### src/rtl/i2s_encode_if.sv
// Sample-pair handshake between a producer and the I2S encoder.
// The producer drives the stereo pair and in_valid; the encoder returns in_ready.
interface i2s_encode_if #(
    parameter int RESOLUTION = 24
) ();
    logic [RESOLUTION-1:0] data_in_L;
    logic [RESOLUTION-1:0] data_in_R;
    logic                  in_valid;
    logic                  in_ready;

    modport master (
        output data_in_L,
        output data_in_R,
        output in_valid,
        input  in_ready
    );

    modport slave (
        input  data_in_L,
        input  data_in_R,
        input  in_valid,
        output in_ready
    );
endinterface

### src/rtl/i2s_encode.sv
// I2S transmitter: one-deep holding register feeding an active sample pair,
// serialised LSB first with a one-SCLK delay after each LRCK transition.
module i2s_encode #(
    parameter int RESOLUTION = 24,
    parameter int SLOT_BITS  = 32,
    parameter int SCLK_DIV   = 4
) (
    input  logic         CLK,
    input  logic         RST,
    input  logic         EN,
    i2s_encode_if.slave  bus,
    output logic         SCLK,
    output logic         LRCK,
    output logic         SDATA,
    output logic         underrun
);

    localparam int CNT_W = $clog2(2 * SLOT_BITS);
    localparam int DIV_W = (SCLK_DIV > 1) ? $clog2(SCLK_DIV) : 1;
    localparam int IDX_W = (RESOLUTION > 1) ? $clog2(RESOLUTION) : 1;

    localparam logic [CNT_W-1:0] LAST_C   = CNT_W'(2 * SLOT_BITS - 1);
    localparam logic [CNT_W-1:0] SLOT_C   = CNT_W'(SLOT_BITS);
    localparam logic [CNT_W-1:0] RES_C    = CNT_W'(RESOLUTION);
    localparam logic [CNT_W-1:0] ONE_C    = CNT_W'(1);
    localparam logic [DIV_W-1:0] DIV_LAST = DIV_W'(SCLK_DIV - 1);

    typedef enum logic [1:0] {
        IDLE,
        RUN,
        DRAIN
    } state_t;

    state_t                state_q;
    state_t                state_d;
    logic [DIV_W-1:0]      div_q;
    logic [CNT_W-1:0]      bit_q;
    logic [RESOLUTION-1:0] hold_l;
    logic [RESOLUTION-1:0] hold_r;
    logic [RESOLUTION-1:0] act_l;
    logic [RESOLUTION-1:0] act_r;
    logic                  hold_full;

    logic                  running;
    logic                  tick;
    logic                  fall;
    logic                  wrap;
    logic                  to_idle;
    logic                  frame_start;
    logic                  ready;
    logic                  xfer;
    logic [CNT_W-1:0]      cnt_next;
    logic                  half;
    logic [CNT_W-1:0]      pos;
    logic [IDX_W-1:0]      bit_idx;
    logic [RESOLUTION-1:0] sel;
    logic                  sdata_d;

    assign ready        = ~hold_full & ~RST;
    assign bus.in_ready = ready;
    assign xfer         = bus.in_valid & ready;

    always_ff @(posedge CLK) begin
        if (RST) begin
            state_q <= IDLE;
        end else begin
            state_q <= state_d;
        end
    end

    // A re-raised EN on the very wrap edge keeps streaming instead of idling.
    always_comb begin
        state_d     = state_q;
        running     = (state_q != IDLE);
        tick        = running && (div_q == DIV_LAST);
        fall        = tick && SCLK;
        wrap        = fall && (bit_q == LAST_C);
        cnt_next    = wrap ? '0 : bit_q + ONE_C;
        to_idle     = (state_q == DRAIN) && wrap && !EN;
        frame_start = wrap && !to_idle;

        case (state_q)
            IDLE:    if (EN) state_d = RUN;
            RUN:     if (!EN) state_d = DRAIN;
            DRAIN: begin
                if (EN) begin
                    state_d = RUN;
                end else if (wrap) begin
                    state_d = IDLE;
                end
            end
            default: state_d = IDLE;
        endcase
    end

    always_comb begin
        half    = (cnt_next >= SLOT_C);
        pos     = half ? (cnt_next - SLOT_C) : cnt_next;
        sel     = half ? act_r : act_l;
        bit_idx = IDX_W'(pos - ONE_C);
        sdata_d = 1'b0;
        if ((pos != '0) && (pos <= RES_C)) begin
            sdata_d = sel[bit_idx];
        end
    end

    always_ff @(posedge CLK) begin
        if (RST) begin
            div_q     <= '0;
            bit_q     <= LAST_C;
            SCLK      <= 1'b0;
            LRCK      <= 1'b1;
            SDATA     <= 1'b0;
            underrun  <= 1'b0;
            hold_full <= 1'b0;
            hold_l    <= '0;
            hold_r    <= '0;
            act_l     <= '0;
            act_r     <= '0;
        end else begin
            underrun <= 1'b0;

            if (!running) begin
                div_q <= '0;
            end else if (tick) begin
                div_q <= '0;
                SCLK  <= ~SCLK;
            end else begin
                div_q <= div_q + DIV_W'(1);
            end

            if (fall) begin
                if (to_idle) begin
                    bit_q <= LAST_C;
                    LRCK  <= 1'b1;
                    SDATA <= 1'b0;
                end else begin
                    bit_q <= cnt_next;
                    LRCK  <= half;
                    SDATA <= sdata_d;
                end
            end

            // Holding is only loadable when empty, so a frame start that
            // drains it can never coincide with a new transfer.
            if (frame_start) begin
                if (hold_full) begin
                    act_l     <= hold_l;
                    act_r     <= hold_r;
                    hold_full <= 1'b0;
                end else begin
                    act_l    <= '0;
                    act_r    <= '0;
                    underrun <= 1'b1;
                end
            end

            if (xfer) begin
                hold_l    <= bus.data_in_L;
                hold_r    <= bus.data_in_R;
                hold_full <= 1'b1;
            end
        end
    end

endmodule

### src/flat_wrapper.sv
// flat-port wrapper written by rule: the top's interface ports become plain ports
module i2s_encode_flat 
#(
    parameter int RESOLUTION = 24,
    parameter int SLOT_BITS  = 32,
    parameter int SCLK_DIV   = 4
)
  (CLK, RST, EN, SCLK, LRCK, SDATA, underrun, bus_data_in_L, bus_data_in_R, bus_in_valid, bus_in_ready);
  i2s_encode_if #(.RESOLUTION(RESOLUTION)) bus_i ();
  input  logic CLK;
  input  logic RST;
  input  logic EN;
  output logic SCLK;
  output logic LRCK;
  output logic SDATA;
  output logic underrun;
  input wire logic [$bits(bus_i.data_in_L)-1:0] bus_data_in_L;
  input wire logic [$bits(bus_i.data_in_R)-1:0] bus_data_in_R;
  input wire logic [$bits(bus_i.in_valid)-1:0] bus_in_valid;
  output wire logic [$bits(bus_i.in_ready)-1:0] bus_in_ready;
  assign bus_i.data_in_L = bus_data_in_L;
  assign bus_i.data_in_R = bus_data_in_R;
  assign bus_i.in_valid = bus_in_valid;
  assign bus_in_ready = bus_i.in_ready;
  i2s_encode #(.RESOLUTION(RESOLUTION), .SLOT_BITS(SLOT_BITS), .SCLK_DIV(SCLK_DIV)) u_core (.CLK(CLK), .RST(RST), .EN(EN), .bus(bus_i), .SCLK(SCLK), .LRCK(LRCK), .SDATA(SDATA), .underrun(underrun));
endmodule
### config.mk
export PLATFORM = sky130hd
export DESIGN_NAME = i2s_encode_flat
export DESIGN_NICKNAME = d
export VERILOG_FILES = /design/src/rtl/i2s_encode_if.sv /design/src/rtl/i2s_encode.sv /design/src/flat_wrapper.sv
export SDC_FILE = /design/constraint.sdc
export NUM_CORES = 1
export LEC_CHECK = 0
export CAP_MARGIN = 10
export CORE_MARGIN = 2
export CORE_UTILIZATION = 56
export DETAILED_ROUTE_END_ITERATION = 16
export PLACE_DENSITY = 0.8
export REMOVE_ABC_BUFFERS = 1
export SLEW_MARGIN = 20
export SYNTH_ARGS = -nofsm -noshare
export SYNTH_HDL_FRONTEND = slang
export SYNTH_SLANG_ARGS = --single-unit
### constraint.sdc
create_clock -name CLK -period 3.37 [get_ports CLK]
set_input_delay 0.337 -clock CLK [delete_from_list [all_inputs] [get_ports CLK]]
set_output_delay 0.337 -clock CLK [all_outputs]
set_load 0.1 [all_outputs]
==> run summary <==
The die covers 9920 um^2. Routability-driven placement finished with a final weighted congestion of 0.949. For this run, the number of standard cells in the final layout without fillers is 786. The logs give 0.00172 W for the internal power and 4299 for the via count of the first global-routing pass. Cell area after synthesis: 5120 um^2. The effective utilization at floorplan came out at 58.1%.

The worst register-to-register path begins at u_core.bit_q[1]. Along the worst path, the maximum fanout reaches 11. The synthesized netlist devotes 21.2% of its cell area to compound gates. The region available for standard cell placement spans 8810 um^2. For the largest net degree at the start of global routing, the log shows 84. Synthesis produced 649 cells. The count of nets left with antenna violations once routing finished came out at 0. Counting distinct cell types in the post-synthesis netlist gives 66. The cell with the most instances after synthesis was nand2_1. Summing the areas of all xor and xnor instances in the mapped netlist gives 0.685% of the synthesized area. Wire segments on met2 add up to 5.82 mm in the final route. The detailed-route vias per instance works out to 5.78. Relative contribution of combinational cells to total power: 7.2%.

Library cell occupying the most area in the post-synthesis netlist: dfxtp_1. TritonCTS built the clock tree. The number of vias in the routed layout is 4540, and the number of cells in the design after placement is 771. For the final count of pins violating max slew, the log shows 0. Number of antenna violations at the first check in global routing: 0.

In this run the top signal layer used is met4. The net count of the finished layout is 729. The initialized floorplan defines 34 standard-cell rows.

Clock tree synthesis found a total of 111 sinks. Clock network power share: 33.2%. The HPWL reported at the end of detailed placement is 8.51 mm.

For the worst flop-to-flop path, the logic depth is 8. By area the synthesized netlist is led by dfxtp_1, nand2_1, nand2b_1. The number of synthesized flops with an enable pin was 0; the share of synthesized registers carrying an async set or reset was 0%. The synthesized-area fraction occupied by and/or/nand/nor cells is 26.5%. The floorplan step set the die height to 99.6 um. The category of the worst setup path capture point was a flop.

Power density relative to cell area: 394 nW/um^2. Wire segments on met3 add up to 582 um in the final route. The horizontal extent of the die is 99.6 um, and the clock transition at the registers of the reported paths is 0.10 ns. Of the post-synthesis cell area, the dominant cell type holds 43.4%. The commonest cells after synthesis are nand2_1, dfxtp_1, o21ai_0.

The global-route total usage across every layer was 25.5%; the data required time at the worst endpoint was 3.65 ns. For flop-to-flop paths, the worst setup slack is 0.50 ns. After detailed routing, the wire length on met1 is 5.77 mm. The number of storage elements in the synthesis netlist came out at 111. The prevailing post-synth register cell is dfxtp_1.

For the total of max-cap violations, the log shows 0. Of the post-synthesis cell area, the part taken by muxes is 2.05%. The root buffer cell chosen for the clock tree is clkbuf_8. The tools report the data arrival time of the worst path as 3.15 ns. Clock skew on the completed layout was measured at 0.0164 ns. The area growth from synthesis to layout is 14.6%. The I/O pin total came out at 57. The number of hold violations in the final report is 0. Once routing completed, OpenROAD measured the worst setup slack at 0.497 ns. Worst flop-to-flop path endpoint: u_core.SDATA. Summed over all nets, the switching power comes to 0.000584 W. The residual overflow from global routing is 0, and the maximum achievable frequency is 348 MHz.

Number of detailed-routing iterations run before antenna repair: 5. The most critical setup path has its endpoint at u_core.SDATA. The measured slew at the worst slew-check pin was 0.970 ns. Hold repair after CTS inserted 0 buffers.

The clock period minus worst slack came out at 2.87 ns. Setup repair after global routing left no endpoint under its margin. The number of antenna diodes in the final layout is 0. Yosys printed 0 warnings.

CTS built an H-tree with a depth of 3. Startpoint kind of the worst setup timing path: a flop. The first global-routing pass estimated 20.7 mm of wire.

The switching share of power is 25.3%, and the wire length per cell is 15.7 um. Wires add up to 12.4 mm. For the clock insertion delay at the later pin of the skew report, the log shows 0.38 ns.

The longest clock path from root to sink contains 2 buffers. Of the total power, registers draw 59.6%. The violation count after the first detailed-routing iteration was 232; the fraction of the yosys area taken by sequential cells was 43.4%. The number of setup buffers added after CTS is 0. The final critical path takes up 85.3% of the cycle. The critical path class was flop to flop. The ratio of cells with drive above 1 in the final layout came out at 6.93%.

The average instance in the mapped netlist occupies 7.89 um^2. In this run the tightest slew margin relative to its limit is 35.2%. Tracing the worst setup path back leads to its startpoint at u_core.bit_q[1]. The synthesized netlist devotes 0.733% of its cell area to adder and majority cells. In this run, post-CTS repair resized a total of 0 instances. The worst hold path belongs to the class input port to flop.

The final-report setup violation count was 0; the leakage power was 2.06 nW. The worst-case IR drop observed on VDD is 0.249 mV. The worst hold path begins at RST. The run finished with clean final reports. Buffers placed on the I/O ports in this run total 56. Timing analysis after detailed placement gives a worst setup slack of 0.507 ns. The number of clock buffers added by TritonCTS is 9.

By area, the combinational part of the netlist is dominated by simple AND/OR/NAND/NOR gates. After filler insertion, the fill cell instance count of the layout stands at 785. In the routed design, unresolved DRC markers number 0.
registers in the layout, indices dropped and copies added, names as in the netlist, 2 cells and up:
| signal | flops |
|---|---|
| u_core.state_q | 2 |
| u_core.act_r | 24 |
| u_core.bit_q | 6 |
| u_core.hold_r | 24 |
| u_core.act_l | 24 |
| u_core.div_q | 2 |
| u_core.hold_l | 24 |
power by group through the flow:
stage	clock [W]	sequential [W]	combinational [W]
6_report	0.000766	0.00138	0.000166
3_5_place_dp	0	0.00141	0.000165
4_1_cts	0.000781	0.00138	0.000166
5_1_grt	0.000833	0.00138	0.000186
3_3_place_gp	0	0.00141	0.000161
2_1_floorplan	0	0.00141	0.0000611
per-layer routing:
layer | vias up | track usage, %
li1 | 2315 | -
met1 | 2090 | 35.2
met2 | 117 | 41.8
met3 | 18 | 4.92
met4 | 0 | 5.37
met5 | - | 0
critical path, cell delays in order (launching register included):
cell and delay [ns]:
dfxtp_1 0.37, ha_1 0.31, and4_1 0.34, a221o_2 0.50
nand2_2 0.16, mux2_1 0.36, a221oi_1 0.28, o311ai_0 0.15
a221o_1 0.32
layout by cell type, fill, tap and decap left out, types with 4 or more instances in the layout:
cell type        instances
nand3_1                 58
clkbuf_8                 9
a21oi_1                 57
o221ai_1                 4
buf_4                   15
nor3_1                  11
and3_1                   8
inv_1                    5
clkdlybuf4s50_1         54
nand2b_1                49
dfxtp_1                111
nor2_1                  16
mux2i_1                  6
a211oi_1                12
nand2_1                121
o21ai_0                 60
cell families after synthesis:
family,Yosys count
AO/OA/AOI/OAI,177
XOR/XNOR,4
adder cells (fa/ha/maj),3
buffers and inverters,63
flip-flops,111
multiplexers,9
AND/OR/NAND/NOR,282
worst min path at each step:
stage          slack [ns]         endpoint  cells after the start
2_1_floorplan        0.40  u_core.div_q[0]                      1
3_3_place_gp         0.41  u_core.div_q[0]                      1
3_5_place_dp         0.44  u_core.div_q[0]                      1
4_1_cts              0.35  u_core.bit_q[4]                      3
5_1_grt              0.39  u_core.bit_q[4]                      3
6_report             0.36  u_core.bit_q[4]                      3
metrics by stage:
step / area, um^2 / util [%] / setup TNS, ns / hold slack, ns / power, W
floorplan: 4860 / - / -47.46 / 0.405 / 0.00147
global placement: 5680 / 64.5 / 0 / 0.415 / 0.00157
finish: 5870 / 66.6 / 0 / 0.364 / 0.00231
detailed placement: 5680 / 64.5 / 0 / 0.444 / 0.00157
CTS: 5870 / 66.6 / 0 / 0.348 / 0.00232
global route: 5870 / 66.6 / 0 / 0.393 / 0.00240
cell type report:
type	count	area, um^2	share of cell area [%]
Multi-Input combinational cell	475	2620	44.7
Clock buffer	9	124	2.11
Timing Repair Buffer	71	678	11.6
Inverter	6	22.5	0.384
Tap cell	108	135	2.30
Clock inverter	6	62.6	1.07
Sequential cell	111	2220	37.9
(Power assumes the default switching activity.)
